<file path="src/rtl/key_counter_bank_pkg.sv">
// Shared types and constants for the key-controlled counter bank.
package key_counter_bank_pkg;

    // Auto-repeat state of one key.
    typedef enum logic [1:0] {
        ST_IDLE   = 2'd0,
        ST_HELD   = 2'd1,
        ST_REPEAT = 2'd2
    } step_state_t;

    // Overflow behaviour of a counter channel.
    localparam int SAT_WRAP  = 0;
    localparam int SAT_CLAMP = 1;

    // Short timings for simulation; board builds keep the top-level defaults.
    localparam int SIM_DEBOUNCE_CYCLES = 4;
    localparam int SIM_HOLD_CYCLES     = 10;
    localparam int SIM_REPEAT_CYCLES   = 3;

    // Bits needed for a timer that counts 0 .. n-1 (never less than one bit).
    function automatic int cnt_width(input int n);
        return (n <= 1) ? 1 : $clog2(n);
    endfunction

endpackage

</file>
<file path="src/rtl/key_counter_bank_key_step_gen.sv">
// One raw active-low key -> synchronised, debounced, auto-repeating step pulse.
module key_step_gen
    import key_counter_bank_pkg::*;
#(
    parameter int DEBOUNCE_CYCLES = 50_000,
    parameter int HOLD_CYCLES     = 25_000_000,
    parameter int REPEAT_CYCLES   = 5_000_000
) (
    input  logic clk,
    input  logic reset,
    input  logic key_n,
    output logic step
);

    localparam int DB_W  = cnt_width(DEBOUNCE_CYCLES);
    localparam int TMR_N = (HOLD_CYCLES > REPEAT_CYCLES) ? HOLD_CYCLES : REPEAT_CYCLES;
    localparam int TMR_W = cnt_width(TMR_N);

    localparam logic [DB_W-1:0]  DB_LAST   = DB_W'(DEBOUNCE_CYCLES - 1);
    localparam logic [TMR_W-1:0] HOLD_LAST = TMR_W'(HOLD_CYCLES - 1);
    localparam logic [TMR_W-1:0] REP_LAST  = TMR_W'(REPEAT_CYCLES - 1);

    logic [1:0]       sync_q;
    logic             stable;
    logic [DB_W-1:0]  db_cnt;

    // Repeat FSM state; kept as a named register so checkers can bind to it.
    step_state_t      state;
    step_state_t      state_next;
    logic [TMR_W-1:0] timer;
    logic [TMR_W-1:0] timer_next;
    logic             step_next;

    // Two-flop synchroniser and debounce: accept a change only after it has held long enough.
    always_ff @(posedge clk) begin
        if (reset) begin
            sync_q <= 2'b11;
            stable <= 1'b1;
            db_cnt <= '0;
        end else begin
            sync_q <= {sync_q[0], key_n};
            if (sync_q[1] != stable) begin
                if (db_cnt == DB_LAST) begin
                    stable <= sync_q[1];
                    db_cnt <= '0;
                end else begin
                    db_cnt <= db_cnt + 1'b1;
                end
            end else begin
                db_cnt <= '0;
            end
        end
    end

    // Repeat FSM registers; the step output is a registered one-cycle pulse.
    always_ff @(posedge clk) begin
        if (reset) begin
            state <= ST_IDLE;
            timer <= '0;
            step  <= 1'b0;
        end else begin
            state <= state_next;
            timer <= timer_next;
            step  <= step_next;
        end
    end

    // Next state: step on press, again after the hold time, then every repeat period.
    always_comb begin
        state_next = state;
        timer_next = timer;
        step_next  = 1'b0;
        case (state)
            ST_IDLE: begin
                if (!stable) begin
                    state_next = ST_HELD;
                    timer_next = '0;
                    step_next  = 1'b1;
                end
            end
            ST_HELD: begin
                if (stable) begin
                    state_next = ST_IDLE;
                end else if (HOLD_CYCLES != 0) begin
                    if (timer == HOLD_LAST) begin
                        state_next = ST_REPEAT;
                        timer_next = '0;
                        step_next  = 1'b1;
                    end else begin
                        timer_next = timer + 1'b1;
                    end
                end
            end
            ST_REPEAT: begin
                if (stable) begin
                    state_next = ST_IDLE;
                end else if (timer == REP_LAST) begin
                    timer_next = '0;
                    step_next  = 1'b1;
                end else begin
                    timer_next = timer + 1'b1;
                end
            end
            default: begin
                state_next = ST_IDLE;
                timer_next = '0;
            end
        endcase
    end

endmodule

</file>
<file path="src/rtl/key_counter_bank.sv">
// Bank of independent up/down counters driven by debounced, auto-repeating board keys.
module key_counter_bank
    import key_counter_bank_pkg::*;
#(
    parameter int N_CH            = 2,
    parameter int WIDTH           = 4,
    parameter int DEBOUNCE_CYCLES = 50_000,
    parameter int HOLD_CYCLES     = 25_000_000,
    parameter int REPEAT_CYCLES   = 5_000_000,
    parameter int SATURATE        = SAT_WRAP
) (
    input  logic                  clk,
    input  logic                  reset,
    input  logic [N_CH-1:0]       key_inc_n,
    input  logic [N_CH-1:0]       key_dec_n,
    input  logic [N_CH-1:0]       clr,
    output logic [N_CH*WIDTH-1:0] count,
    output logic [N_CH-1:0]       at_max,
    output logic [N_CH-1:0]       at_min,
    output logic [N_CH-1:0]       wrap
);

    localparam logic [WIDTH-1:0] CNT_MAX = '1;

    logic [N_CH-1:0] inc_step;
    logic [N_CH-1:0] dec_step;

    for (genvar c = 0; c < N_CH; c++) begin : g_ch
        logic [WIDTH-1:0] cnt_q;
        logic             wrap_q;

        key_step_gen #(
            .DEBOUNCE_CYCLES(DEBOUNCE_CYCLES),
            .HOLD_CYCLES    (HOLD_CYCLES),
            .REPEAT_CYCLES  (REPEAT_CYCLES)
        ) u_inc (
            .clk  (clk),
            .reset(reset),
            .key_n(key_inc_n[c]),
            .step (inc_step[c])
        );

        key_step_gen #(
            .DEBOUNCE_CYCLES(DEBOUNCE_CYCLES),
            .HOLD_CYCLES    (HOLD_CYCLES),
            .REPEAT_CYCLES  (REPEAT_CYCLES)
        ) u_dec (
            .clk  (clk),
            .reset(reset),
            .key_n(key_dec_n[c]),
            .step (dec_step[c])
        );

        // Counter update: clear wins, opposing steps cancel, otherwise step with wrap or clamp.
        always_ff @(posedge clk) begin
            if (reset) begin
                cnt_q  <= '0;
                wrap_q <= 1'b0;
            end else begin
                wrap_q <= 1'b0;
                if (clr[c]) begin
                    cnt_q <= '0;
                end else if (inc_step[c] && dec_step[c]) begin
                    cnt_q <= cnt_q;
                end else if (inc_step[c]) begin
                    if (cnt_q == CNT_MAX) begin
                        if (SATURATE != SAT_CLAMP) begin
                            cnt_q  <= '0;
                            wrap_q <= 1'b1;
                        end
                    end else begin
                        cnt_q <= cnt_q + 1'b1;
                    end
                end else if (dec_step[c]) begin
                    if (cnt_q == '0) begin
                        if (SATURATE != SAT_CLAMP) begin
                            cnt_q  <= CNT_MAX;
                            wrap_q <= 1'b1;
                        end
                    end else begin
                        cnt_q <= cnt_q - 1'b1;
                    end
                end
            end
        end

        assign count[c*WIDTH +: WIDTH] = cnt_q;
        assign at_max[c]               = (cnt_q == CNT_MAX);
        assign at_min[c]               = (cnt_q == '0);
        assign wrap[c]                 = wrap_q;
    end

endmodule

</file>
<file path="config.mk">
export PLATFORM = sky130hd
export DESIGN_NAME = key_counter_bank
export DESIGN_NICKNAME = d
export VERILOG_FILES = /design/src/rtl/key_counter_bank_pkg.sv /design/src/rtl/key_counter_bank_key_step_gen.sv /design/src/rtl/key_counter_bank.sv
export SDC_FILE = /design/constraint.sdc
export NUM_CORES = 1
export LEC_CHECK = 0
export BUFFER_PORTS_ARGS = -buffer_cell sky130_fd_sc_hd__clkbuf_2
export CELL_PAD_IN_SITES_DETAIL_PLACEMENT = 0
export CELL_PAD_IN_SITES_GLOBAL_PLACEMENT = 1
export CORE_MARGIN = 2
export CORE_UTILIZATION = 33
export CTS_CLUSTER_SIZE = 16
export DETAILED_ROUTE_END_ITERATION = 10
export GPL_TIMING_DRIVEN = 0
export PLACE_DENSITY = 0.6
export SYNTH_ARGS = -nofsm -noshare
export SYNTH_HDL_FRONTEND = slang
export SYNTH_SLANG_ARGS = --single-unit
</file>
<file path="constraint.sdc">
create_clock -name clk -period 2.3 [get_ports clk]
set_input_delay 0.46 -clock clk [delete_from_list [all_inputs] [get_ports clk]]
set_output_delay 0.46 -clock clk [all_outputs]
set_load 0.02 [all_outputs]
</file>
==> results.sh <==
export IMPL_mappedNetlistArea_sq_um=9602
export IMPL_yosysMostFrequentCell="nor2_1"
export IMPL_dr_total_vias=7708
export IMPL_drc_errors=0
export IMPL_cts_htree_levels=4
export IMPL_postSynth_topFlopCell="dfxtp_1"
export IMPL_power_combinational_fraction_pct=1.9
export IMPL_start_kind="register"
export IMPL_timing_final_crit_period_ps=2307
export IMPL_ys_warn_count=0
export IMPL_setup_ws_ps=-7.181
export IMPL_wirelength_mm=21.55
export IMPL_die_area_sq_um=30480
export IMPL_antenna_cells_inserted=0
export IMPL_placedCellCount=1524
export IMPL_post_drt_via_cell_ratio=4.854
export IMPL_worst_endpoint_required_ps=2640
export IMPL_fp_dieW_um=174.6
export IMPL_timing_fmax_ghz=0.4334
export IMPL_post_synth_edffs=0
export IMPL_mappedNetlistNets=1158
export IMPL_floorplan_initialDensity_pct=33.45
export IMPL_cts_made_buffers=17
export IMPL_synth_top_area_cell="dfxtp_1"
export IMPL_p_int_uw=5162
export IMPL_crit_chain="or4_1 > or4_4 > o41ai_4 > a21boi_4 > o21ai_4 > buf_4 > buf_6 > nor2_1"
export IMPL_status="finished, violations left"
export IMPL_synth_distinct_cells=70
export IMPL_cts_max_path_buffers=2
export IMPL_synth_common_cells="nor2_1 (208), dfxtp_1 (198), nand2_1 (96)"
export IMPL_postSynthAreaPerCell_sq_um=8.573
export IMPL_hpwlAfterDp_mm=14.89
export IMPL_placed_area_sq_um=10180
export IMPL_nNetsFinal=1229
export IMPL_clkPwrFrac_pct=47.3
export IMPL_layout_drive_gt1_share_pct=15.78
export IMPL_final_core_util_pct=39.77
export IMPL_timing_reg2reg_setup_slack_ps=-7
export IMPL_max_cap_violations=0
export IMPL_non_filler_cells_final=1588
export IMPL_crit_reg2reg_capture="g_ch[0].u_inc.timer[15]"
export IMPL_grt_max_degree=21
export IMPL_worst_ir_drop_vdd_mv=0.4806
export IMPL_worst_hold_path_num_cells=2
export IMPL_buffer_ports_inserted=20
export IMPL_synth_seq_area_share_pct=41.28
export IMPL_grt_ovfl_total=0
export IMPL_slowest_delay_ps=500
export IMPL_cp_buffers_inverters=2
export IMPL_gate_count_after_technology_mapping=1120
export IMPL_swShare_pct=23.70
export IMPL_tritoncts="done"
export IMPL_min_period_over_period_pct=100.3
export IMPL_critical_path_arrival_ps=2650
export IMPL_kind_of_capture_point_of_the_worst_setup_path="register"
export IMPL_min_delay_worst_endpoint="g_ch[1].u_inc.sync_q[0]"
export IMPL_synthTopCellsByArea="dfxtp_1 (41%), nor2_1 (8.1%), xor2_1 (7.4%)"
export IMPL_p_leak_uw=0.003916
export IMPL_timing_clock_skew_ps=14.70
export IMPL_grt_first_pass_wirelength_mm=36.47
export IMPL_cts_clk_slew_worst_paths_ps=80
export IMPL_pwr_density_cell_nw_per_um2=592.6
export IMPL_first_global_vias=7294
export IMPL_final_hold_violations=0
export IMPL_family_with_the_most_delay_on_the_worst_path="simple AND/OR/NAND/NOR gates"
export IMPL_io_pins=22
export IMPL_max_slew_worst_pin_slew_ps=732.8
export IMPL_slew_violations=0
export IMPL_critical_path_slowest_cell="or4_1"
export IMPL_criticalPathCategory="register to register"
export IMPL_cts_sink_count=198
export IMPL_antenna_violating_nets_post_route=0
export IMPL_area_delta_synth_final_pct=18.88
export IMPL_p_seq_share_pct=50.8
export IMPL_design_area_sq_um=11410
export IMPL_hold_path_class="primary input to register"
export IMPL_grt_total_usage_pct=14.54
export IMPL_slew_headroom_pct=51.15
export IMPL_holdCritStartpoint="key_inc_n[1]"
export IMPL_floorplan_die_height_um=174.6
export IMPL_cts_hold_repair_buffers=0
export IMPL_grt_setup_unrepaired="true"
export IMPL_dr_first_iter_drc_count=345
export IMPL_worstPathMaxFanout=5
export IMPL_total_switching_power_uw=1603
export IMPL_antenna_violations_before_repair=0
export IMPL_synth_async_sr_flop_share_pct=0
export IMPL_timing_rr_start="g_ch[0].u_inc.timer[12]"
export IMPL_rr_worst_depth=8
export IMPL_final_setup_viol_count=3
export IMPL_synth_top_area_share_pct=41.28
export IMPL_average_wire_per_standard_cell_um=13.57
export IMPL_root_buffer="clkbuf_16"
export IMPL_place_congestion=0.7634
export IMPL_ys_seq_elements=198
export IMPL_core_area_sq_um=28700
export IMPL_drtPass1Iterations=5
export IMPL_insertion_delay_ps=450
export IMPL_failed_checks="setup timing"
export IMPL_fp_row_count=62
## worst max-delay path by stage
stage	startpoint	depth (start not counted)	slack, ps	endpoint
finish	g_ch[0].u_inc.timer[12]	8	-7	g_ch[0].u_inc.timer[15]
global route	g_ch[0].u_inc.timer[12]	8	-110	g_ch[0].u_inc.timer[16]
CTS	g_ch[1].u_inc.timer[3]	7	-20	g_ch[1].u_inc.timer[16]
detailed placement	g_ch[1].u_inc.state[0]	7	-580	g_ch[1].u_inc.timer[16]
global placement	g_ch[1].u_inc.state[0]	7	-560	g_ch[1].u_inc.timer[16]
floorplan	g_ch[0].u_dec.state[0]	9	20	g_ch[0].u_dec.timer[24]
## through the flow
step	worst slack [ps]	TNS, ps	power (uW)	hold WS (ps)
after detailed placement	-579.8	-16280	3627	401.0
after floorplan	16.83	0	3583	389.5
after CTS	-15.57	-15.57	6883	193.7
final	-7.181	-10.58	6765	206.6
after global placement	-555.3	-14760	3628	395.7
after global routing	-107.0	-1807	7032	197.7
## layout make-up
type	instances	area [sq um]
plain buffers	30	181.4
clock buffers	17	425.4
clock inverters	15	210.2
fillers	2953	17290
inverters	32	120.1
multi-input cells	856	5622
flip-flops and latches	198	3983
well taps	384	480.5
repair buffers	56	392.9
## worst reg2reg max path, cell delays in order, from the launching register on
cell and delay (ps):
dfxtp_2 350, or4_1 500, or4_4 450, o41ai_4 290, a21boi_4 120, o21ai_4 180, buf_4 150, buf_6 110
nor2_1 50
## power groups by stage
| stage | logic, uW | clock network (uW) | registers (uW) |
|---|---|---|---|
| detailed placement | 108 | 0 | 3520 |
| finish | 130 | 3200 | 3440 |
| global route | 143 | 3450 | 3440 |
| global placement | 109 | 0 | 3520 |
| CTS | 124 | 3320 | 3440 |
| floorplan | 66.3 | 0 | 3520 |
## cell families after synthesis
logic type	count (synthesis)	share of synthesized area [%]
flops	198	41.28
xor+xnor	139	12.68
mux	9	0.9643
simple gates	571	29.91
fa+ha+maj	30	3.909
compound gates	107	8.066
buf+inv	66	3.193
## flip-flops by register name, indices dropped and copies added, names as in the netlist
register,flops
g_ch.u_dec.step,2
g_ch.u_inc.timer,50
g_ch.u_inc.db_cnt,32
g_ch.u_inc.state,4
g_ch.wrap_q,2
g_ch.u_dec.timer,50
g_ch.cnt_q,8
g_ch.u_inc.step,2
g_ch.u_inc.sync_q,4
g_ch.u_dec.state,4
g_ch.u_inc.stable,2
g_ch.u_dec.stable,2
g_ch.u_dec.sync_q,4
g_ch.u_dec.db_cnt,32
## repair_timing
item | in CTS | in global routing
setup buffers | 16 | 16
setup endpoints to repair | 101 | 120
gates cloned | 2 | 2
pin swaps | 9 | 14
gates resized for setup | 31 | 52
endpoints found under the hold margin | 0 | 0
## placed cells by master, fill, tap and decap left out, drive strengths merged, types with 30 or more instances in the layout
| master | Yosys | layout |
|---|---|---|
| nand2 | 96 | 96 |
| nand3 | 66 | 66 |
| inv | 32 | 38 |
| a21oi | 33 | 33 |
| xnor2 | 58 | 58 |
| nor2 | 209 | 209 |
| nand4 | 50 | 50 |
| dfxtp | 198 | 198 |
| ha | 30 | 30 |
| buf | 12 | 47 |
| xor2 | 81 | 81 |
| clkbuf | 22 | 56 |
## metal layers
metal / track usage, % / up-vias / wire length [um]
li1: - / 4033 / -
met1: 20.37 / 3581 / 11160
met2: 22.87 / 73 / 9627
met3: 2.698 / 21 / 500
met4: 4.132 / 0 / 261
met5: 0 / - / 0
No activity file was read; power rests on OpenSTA's default activity.
